File: config.mk
export PLATFORM = sky130hd
export DESIGN_NAME = packet_egress_executor
export DESIGN_NICKNAME = d
export VERILOG_FILES = /design/src/rtl/packet_egress_executor.sv
export SDC_FILE = /design/constraint.sdc
export NUM_CORES = 1
export LEC_CHECK = 0
export BUFFER_PORTS_ARGS = -buffer_cell sky130_fd_sc_hd__buf_2
export CAP_MARGIN = 20
export CORE_MARGIN = 2
export CORE_UTILIZATION = 49
export DETAILED_ROUTE_END_ITERATION = 12
export PLACE_DENSITY = 0.85
export SLEW_MARGIN = 20
export SYNTH_ARGS = -nofsm -noshare
export SYNTH_HDL_FRONTEND = slang
export SYNTH_SLANG_ARGS = --single-unit
File: constraint.sdc
create_clock -name clk -period 4.5 [get_ports clk]
set_clock_uncertainty 0.2 [all_clocks]
set_input_delay 0.9 -clock clk [delete_from_list [all_inputs] [get_ports clk]]
set_output_delay 0.9 -clock clk [all_outputs]
set_load 0.05 [all_outputs]
File: src/rtl/packet_egress_executor.sv
// Executes the per-packet egress action (drop / forward / forward with one byte rewritten) and tags the egress port.
// A byte accepted at cycle K appears on tx_* at K+1; in_ready drops only while the output register is full and stalled.
module packet_egress_executor #(
  parameter int ACTION_W = 64,
  parameter int CNT_W    = 16
) (
  input  logic                clk,
  input  logic                rst_n,
  input  logic                in_sop,
  input  logic [ACTION_W-1:0] in_action,
  input  logic                in_valid,
  input  logic [7:0]          in_data,
  input  logic                in_last,
  output logic                in_ready,
  output logic                tx_valid,
  output logic [7:0]          tx_data,
  output logic                tx_last,
  output logic [1:0]          tx_port,
  input  logic                tx_ready,
  output logic [CNT_W-1:0]    pkt_fwd_cnt,
  output logic [CNT_W-1:0]    pkt_drop_cnt,
  output logic                sop_err
);

  typedef enum logic [1:0] {IDLE, FWD, DROP} state_t;

  typedef struct packed {
    logic [7:0] rewrite_val;
    logic [7:0] rewrite_off;
    logic [3:0] rsvd;
    logic [1:0] port;
    logic       rewrite_en;
    logic       drop;
  } action_t;

  action_t     act;
  state_t      state;
  logic        rw_en;
  logic [7:0]  rw_off;
  logic [7:0]  rw_val;
  logic [10:0] idx;
  logic        accept;
  logic        rw_hit;

  assign act = action_t'(in_action[23:0]);

  if (ACTION_W > 24) begin : g_rsvd
    logic unused_rsvd;
    assign unused_rsvd = ^{in_action[ACTION_W-1:24], act.rsvd};
  end else begin : g_no_rsvd
    logic unused_rsvd;
    assign unused_rsvd = ^act.rsvd;
  end

  always_comb begin
    in_ready = 1'b0;
    case (state)
      FWD:     in_ready = !tx_valid || tx_ready;
      DROP:    in_ready = 1'b1;
      default: in_ready = 1'b0;
    endcase
  end

  assign accept = in_valid && in_ready;
  // Offset is zero-extended, so bytes beyond 255 can never be rewritten.
  assign rw_hit = rw_en && (idx == {3'b000, rw_off});

  always_ff @(posedge clk or negedge rst_n) begin
    if (!rst_n) begin
      state        <= IDLE;
      rw_en        <= 1'b0;
      rw_off       <= 8'h00;
      rw_val       <= 8'h00;
      idx          <= 11'd0;
      tx_valid     <= 1'b0;
      tx_data      <= 8'h00;
      tx_last      <= 1'b0;
      tx_port      <= 2'b00;
      pkt_fwd_cnt  <= '0;
      pkt_drop_cnt <= '0;
      sop_err      <= 1'b0;
    end else begin
      if (tx_valid && tx_ready)
        tx_valid <= 1'b0;

      if (in_sop && state != IDLE)
        sop_err <= 1'b1;

      case (state)
        IDLE: begin
          if (in_sop) begin
            rw_en   <= act.rewrite_en;
            rw_off  <= act.rewrite_off;
            rw_val  <= act.rewrite_val;
            idx     <= 11'd0;
            tx_port <= act.port;
            state   <= act.drop ? DROP : FWD;
          end
        end
        FWD: begin
          if (accept) begin
            tx_data  <= rw_hit ? rw_val : in_data;
            tx_last  <= in_last;
            tx_valid <= 1'b1;
            if (idx != 11'h7FF)
              idx <= idx + 11'd1;
            if (in_last) begin
              state <= IDLE;
              if (pkt_fwd_cnt != '1)
                pkt_fwd_cnt <= pkt_fwd_cnt + 1'b1;
            end
          end
        end
        DROP: begin
          if (accept) begin
            if (idx != 11'h7FF)
              idx <= idx + 11'd1;
            if (in_last) begin
              state <= IDLE;
              if (pkt_drop_cnt != '1)
                pkt_drop_cnt <= pkt_drop_cnt + 1'b1;
            end
          end
        end
        default: state <= IDLE;
      endcase
    end
  end

endmodule

==> results of run 1 <==
-- layout make-up --
| class | instances | area (um^2) | area share (%) |
|---|---|---|---|
| clock buffers | 13 | 169 | 3.74 |
| clock inverters | 3 | 68.8 | 1.53 |
| inverters | 7 | 26.3 | 0.582 |
| multi-input cells | 254 | 1830 | 40.6 |
| flip-flops and latches | 75 | 1880 | 41.6 |
| well taps | 102 | 128 | 2.83 |
| repair buffers | 81 | 410 | 9.10 |
-- sequential cells by signal, summed over array words and instances, names as in the netlist, 2 cells and up --
signal / flops
rw_val: 8
pkt_fwd_cnt: 16
pkt_drop_cnt: 16
rw_off: 8
tx_data: 8
state: 2
tx_port: 2
idx: 11
-- layout by cell type (no fill, tap or decap), drive strengths merged, types with 3 or more instances in the layout --
cell    instances
o31ai          10
nand3          24
nor4            5
or3             3
a21oi           8
and4            6
nor2           18
ha              6
nand2          15
o21ai          12
inv             7
buf            81
nor3b           3
nor3           13
xnor2          30
mux2i           4
and3            3
mux2           23
dfrtp          75
o22ai           3
a31oi          16
o211ai          3
clkbuf         13
nand2b          4
nand4          21
-- stage by stage --
step	cells	total power, W	hold slack, ps	setup WS [ps]
floorplan	350	0.00167	271	1580
global placement	519	0.00186	253	1670
detailed placement	519	0.00190	250	1700
CTS	535	0.00250	265	1420
global route	535	0.00263	307	1280
finish	535	0.00248	262	1410
-- report_power, final --
part	internal, W	total, W	switching, W	leakage [nW]
Sequential	0.000837	0.000959	0.000122	0.965
Clock	0.000359	0.000601	0.000242	0.120
Combinational	0.000307	0.000923	0.000617	0.900
-- layer usage --
layer / global-route usage [%] / vias to the layer above
li1: - / 1473
met1: 28.0 / 1542
met2: 34.4 / 117
met3: 5.67 / 15
met4: 5.47 / 0
met5: 0 / -
-- cell families (layout without fill, tap and decap cells) --
kind of cell    after synthesis  after routing
simple gates                126            126
flops                        75             75
compound gates               63             63
xor+xnor                     32             32
mux                          27             27
buf+inv                      21            104
fa+ha+maj                     6              6
-- worst max-delay path, stage by stage (launching register included) --
cell and delay, ps:
dfrtp_1 380, inv_1 90, ha_1 600, nor2b_1 270, buf_2 300
-- worst paths after layout --
check	from	to	slack (ps)	cells after the start
hold reg to reg	sop_err	sop_err	260	1
setup reg to reg	state[1]	pkt_fwd_cnt[4]	1750	6
min in group asynchronous	rst_n	tx_port[0]	360	1
hold / removal	sop_err	sop_err	260	1
max in group asynchronous	rst_n	pkt_drop_cnt[15]	2890	2
setup / recovery	state[1]	in_ready	1410	4
==> impl_results.md, run 1 <==
* Vias in the first global route at 3057
* Post-DRT Antenna Nets at 0
* Wire per inst at 15.8 um
* Remaining global-route overflow at 0
* VDD IR max at 338 uV
* Largest net degree at the start of global routing at 33
* Most frequent cell after synthesis: dfrtp_1
* Setup TNS at 0 ps
* Top FF cell, synth: dfrtp_1
* Placed inst area at around 4300 um^2
* Detailed-route vias per instance at 5.88
* Net count after synthesis at 434
* Mapped Area at 3800 um^2
* Largest area contributor in the netlist: dfrtp_1
* Register bit total from synthesis at 75
* Hold Fails Final Rpt at 0
* Max Freq at 324 MHz
* RSZ-0062 raised after global routing: no
* CTS tree: built
* Pwr dens at 550 nW/um^2
* Startpoint types: flip-flop
* Netlist cell types at 53
* Port bufs at 79
* H-tree depth at 3
* Ant. Diodes at 0
* Slew HR at 32.5%
* Mux cell area share after synthesis at 7.98%
* Ports at 124
* Crit end category: output port
* Synth top cells by count: dfrtp_1, xnor2_1, nand3_1
* DRT iter0 DRCs at around 130
* Synthesis warning total at 0
* Post-DP HPWL at 6240 um
* HP Class: flip-flop to flip-flop
* Global-route wire length before repair at between 10000 and 15000 um
* Post-Route WL at 8480 um
* Seq/Total Area, Yosys at 49.4%
* FILL cells at 667
* Leakage power at 1.99 nW
* Post-CTS Resized at 0
* Drt pass-1 iters at 4
* Async set-or-reset flop fraction in the synthesized netlist at 100%
* Clock latency at the later pin of the worst-skew pair at 350 ps
* Die width at approximately 90 um
* Synthesized instance count at 350
* Slew @ Worst Pin at 1010 ps
* Hold Buf Count CTS at 0
* Number of flops mapped to enable cells by yosys at 0
* M1 wire length at ~3700 um
* Routed wl met3 at 493 um
* Crit share post-route at 68.6%
* Clock buffer depth at 2
* Design area at 4510 um^2
* FP Rows at 32
* Antenna violations before repair at 0
* CTS Buf Count at 9
* Final setup viols at 0
* Util after Layout at about three fifths
* Crit path kind: flip-flop to output port
* Synth area leaders: dfrtp_1, xnor2_1, mux2_2
* Worst-path fanout max at 18
* Post-CTS setup buffers at 0
* Met2 wire len at 4200 um
* Synth Area in Compound Gates at 11.3%
* Clock sinks at 75
* Post-Synth XOR/XNOR Area at 7.38%
* Total Nets Final at 512
* Layout cells sized above 1 at roughly 30%
* Syn avg cell area at 10.8 um^2
* Die Y at approximately 92 um
* Max Cap Violations at 0
* Largest family of logic cells by synthesized area: simple AND/OR/NAND/NOR gates
* Gr usage total at 21.1%
* Share of the synthesized area in the top cell type at 49.4%
* Starting density of the core at 49.9%
* Worst EP required at 3400 ps
* Core box area at about 7600 um^2
* Post-synthesis simple-gate area fraction at 19.6%
* Vias at between 3000 and 4000
* Area grow syn2layout at 18.9%
* Critical path arrival at 1990 ps
* Max Slew Vio Count at 0
* Drt drc at 0
* Adder-cell share of the synthesized area at 1.98%
* Placer Congestion at 0.934
* Die Area at 8470 um^2
* Max Used Layer: met4
* Status: finished clean
* Root Buffer Master: clkbuf_8
* Final worst path period need at 3090 ps
* Clk slew on worst S/H paths at 70 ps
(Power assumes the default switching activity.)
==> run 2, diff against run 1 <==
Settings changed: CORE_UTILIZATION 49 to 46, PLACE_DENSITY 0.85 to 0.83.
Clock period 4.5 ns to 2.6 ns, I/O delays scaled along.
==> run 2 against run 1 <==
Worst hold slack worse by 83 ps; register-to-register slack worse by 1500 ps; sequential power is 73% higher; global-route usage is 0.62 points lower; via count is 0.89% lower; largest cell class unchanged; core utilization is 3.3 points lower; clock power is 31% higher; total power is 66% higher; highest routed layer unchanged; combinational power is 82% higher; largest power group is now combinational cells; setup slack worse by 1300 ps.
==> impl_results.md, run 2 (synthesis gave the netlist of run 1 again) <==
* Worst EP required at 1880 ps (was 3400 ps)
* Startpoint types: flip-flop (unchanged)
* Sw power at 0.00172 W (was 0.000981 W)
* WHS Path Cells at 2 (was 1)
* Layout cells sized above 1 at 30.5% (was 29.8%)
* Crit share post-route at 95.3%
* P_int at 0.00241 W (was 0.00150 W)
* Ant. Diodes at 0 (unchanged)
* Die Area at 9000 um^2 (was 8470 um^2)
* Commonest non-fill, non-tap cell in the layout: buf_2 (unchanged)
* Crit end category: output port (unchanged)
* Endpoint, Worst Hold: state[0] (was sop_err)
* H-tree depth at 3 (unchanged)
* Post-Route WL at 8420 um (was 8480 um)
* Drt pass-1 iters at 4 (unchanged)
* Design area at 4540 um^2 (was 4510 um^2)
* Worst Reg2Reg Path Length in Cells at 6 (unchanged)
* FP Rows at 33 (was 32)
* Clock buffer depth at 2 (unchanged)
* CTS Buf Count at 9 (unchanged)
* Antenna violations before repair at 0 (unchanged)
* Worst-path fanout max at 13 (was 18)
* RSZ-0062 raised after global routing: no (unchanged)
* Slew @ Worst Pin at 989 ps (was 1010 ps)
* Area grow syn2layout at 19.5% (was 18.9%)
* Placer Congestion at 0.850 (was 0.934)
* Vias at 3119 (was 3147)
* Post-Place Setup Slack at 295 ps (was 1700 ps)
* Commonest non-fill, non-tap cells in the layout: buf_2, dfrtp_1, xnor2_1 (unchanged)
* Die Y at 94.8 um (was 92.0 um)
* Port bufs at 79 (unchanged)
* Hold Fails Final Rpt at 0 (unchanged)
* Gate power share at 40.7% (was 37.2%)
* Max Cap Violations at 0 (unchanged)
* Core box area at 8090 um^2 (was 7610 um^2)
* Max Freq at 404 MHz
* Ports at 124 (unchanged)
* Met2 wire len at 4120 um (was 4200 um)
* Final worst slack at 123 ps (was 1410 ps)
* Crit path kind: flip-flop to output port (unchanged)
* Clk slew on worst S/H paths at 80 ps (was 70 ps)
* Final worst path period need at 2480 ps
* HP Class: input port to flip-flop (was flip-flop to flip-flop)
* Root Buffer Master: clkbuf_8 (unchanged)
* DRT iter0 DRCs at 101 (was 134)
* Max Slew Vio Count at 0 (unchanged)
* Status: finished clean (unchanged)
* Vias in the first global route at 3061 (was 3057)
* Routed wl met3 at 436 um (was 493 um)
* Critical path arrival at 1760 ps (was 1990 ps)
* Post-DP HPWL at 6310 um (was 6240 um)
* Clock latency at the later pin of the worst-skew pair at 340 ps (was 350 ps)
* Total Nets Final at 519 (was 512)
* Hold_sp: in_action[0] (was sop_err)
* Clock sinks at 75 (unchanged)
* Wire per inst at 15.5 um (was 15.8 um)
* Util after Layout at 56.0% (was 59.3%)
* Post-DRT Antenna Nets at 0 (unchanged)
* Leakage power at 1.99 nW (about the same)
* Flop-to-flop setup slack at 250 ps (was 1750 ps)
* Final setup viols at 0 (unchanged)
* Gr usage total at 20.5% (was 21.1%)
* Drt drc at 0 (unchanged)
* Pwr dens at 910 nW/um^2 (was 550 nW/um^2)
* Setup TNS at 0 ps (unchanged)
* Slew HR at 33.8% (was 32.5%)
* Detailed-route vias per instance at 5.73 (was 5.88)
* Worst R2R Start: state[1] (unchanged)
* RR Endpoint: idx[9] (was pkt_fwd_cnt[4])
* M1 wire length at 3690 um (was 3680 um)
* Sequential power share at 40.3% (was 38.6%)
* VDD IR max at 532 uV (was 338 uV)
* Post-route total power at 0.00413 W (was 0.00248 W)
* CTS tree: built (unchanged)
* Remaining global-route overflow at 0 (unchanged)
* Global-route wire length before repair at 14400 um (was 14300 um)
* Placed inst area at 4350 um^2 (was 4270 um^2)
* Largest registers: pkt_drop_cnt: 16 flops, pkt_fwd_cnt: 16 flops, idx: 11 flops (unchanged)
* Starting density of the core at 46.9% (was 49.9%)
* Sw frac at 41.6% (was 39.5%)
* Largest net degree at the start of global routing at 46 (was 33)
* Clock network fraction of design power at 19.0% (was 24.2%)
* Die width at 94.8 um (was 92.0 um)
* Max Used Layer: met4 (unchanged)
## run 2: changes by cell type in the layout (fill, tap and decap cells not counted), moves of 2 or more
| cell | previous run | this run |
|---|---|---|
| buf_4 | 2 | 6 |
| clkbuf_8 | 12 | 10 |
| bufinv_16 | 2 | 0 |
| buf_12 | 0 | 2 |
| clkbuf_1 | 1 | 3 |
## run 2: worst max-delay path, cell delays in order (launching register included)
cell and delay, ps:
dfrtp_1 390, inv_1 90, ha_2 380, buf_4 200, nor2b_4 200, buf_6 170
## run 2: power by group through the flow
stage	Combinational, W	Clock, W	Sequential (W)
floorplan	0.000835	0	0.00205
global placement	0.00160	0	0.00166
detailed placement	0.00165	0	0.00168
CTS	0.00166	0.000803	0.00166
global route	0.00181	0.000862	0.00170
finish	0.00168	0.000785	0.00166
## run 2: stage by stage
step | hold WS [ps] | instances
floorplan | 24.4 | 350
global placement | 238 | 528
detailed placement | 251 | 528
CTS | 168 | 544
global route | 166 | 544
finish | 179 | 544
## run 2: layout make-up
type	instances	area, um^2
fill	757	3560
multi-input combinational	254	1840
inverter	7	26.3
timing repair buffer	88	497
clock inverter	2	12.5
sequential	75	1880
tap	105	131
clock buffer	13	149
## run 2: timing repair
item	in CTS	in global routing
resized for setup	1	4
hold endpoints to repair	19	0
hold buffers	1	0
cloned	0	0
setup buffers	0	0
endpoints found under the setup margin	1	1
## run 2: worst max-delay path by stage
stage / startpoint / slack (ps) / endpoint / depth (start not counted)
after floorplan: state[1] / 60 / in_ready / 5
after global placement: state[1] / 330 / idx[5] / 6
after detailed placement: state[1] / 300 / idx[9] / 6
after CTS: state[1] / 3 / in_ready / 5
after global routing: state[1] / 20 / in_ready / 5
final: state[1] / 120 / in_ready / 5
## run 2: per-layer routing
metal | vias to the layer above | track usage (%)
li1 | 1482 | -
met2 | 86 | 33.0
met4 | 0 | 7.97
met1 | 1531 | 26.3
met3 | 20 | 5.51
met5 | - | 0
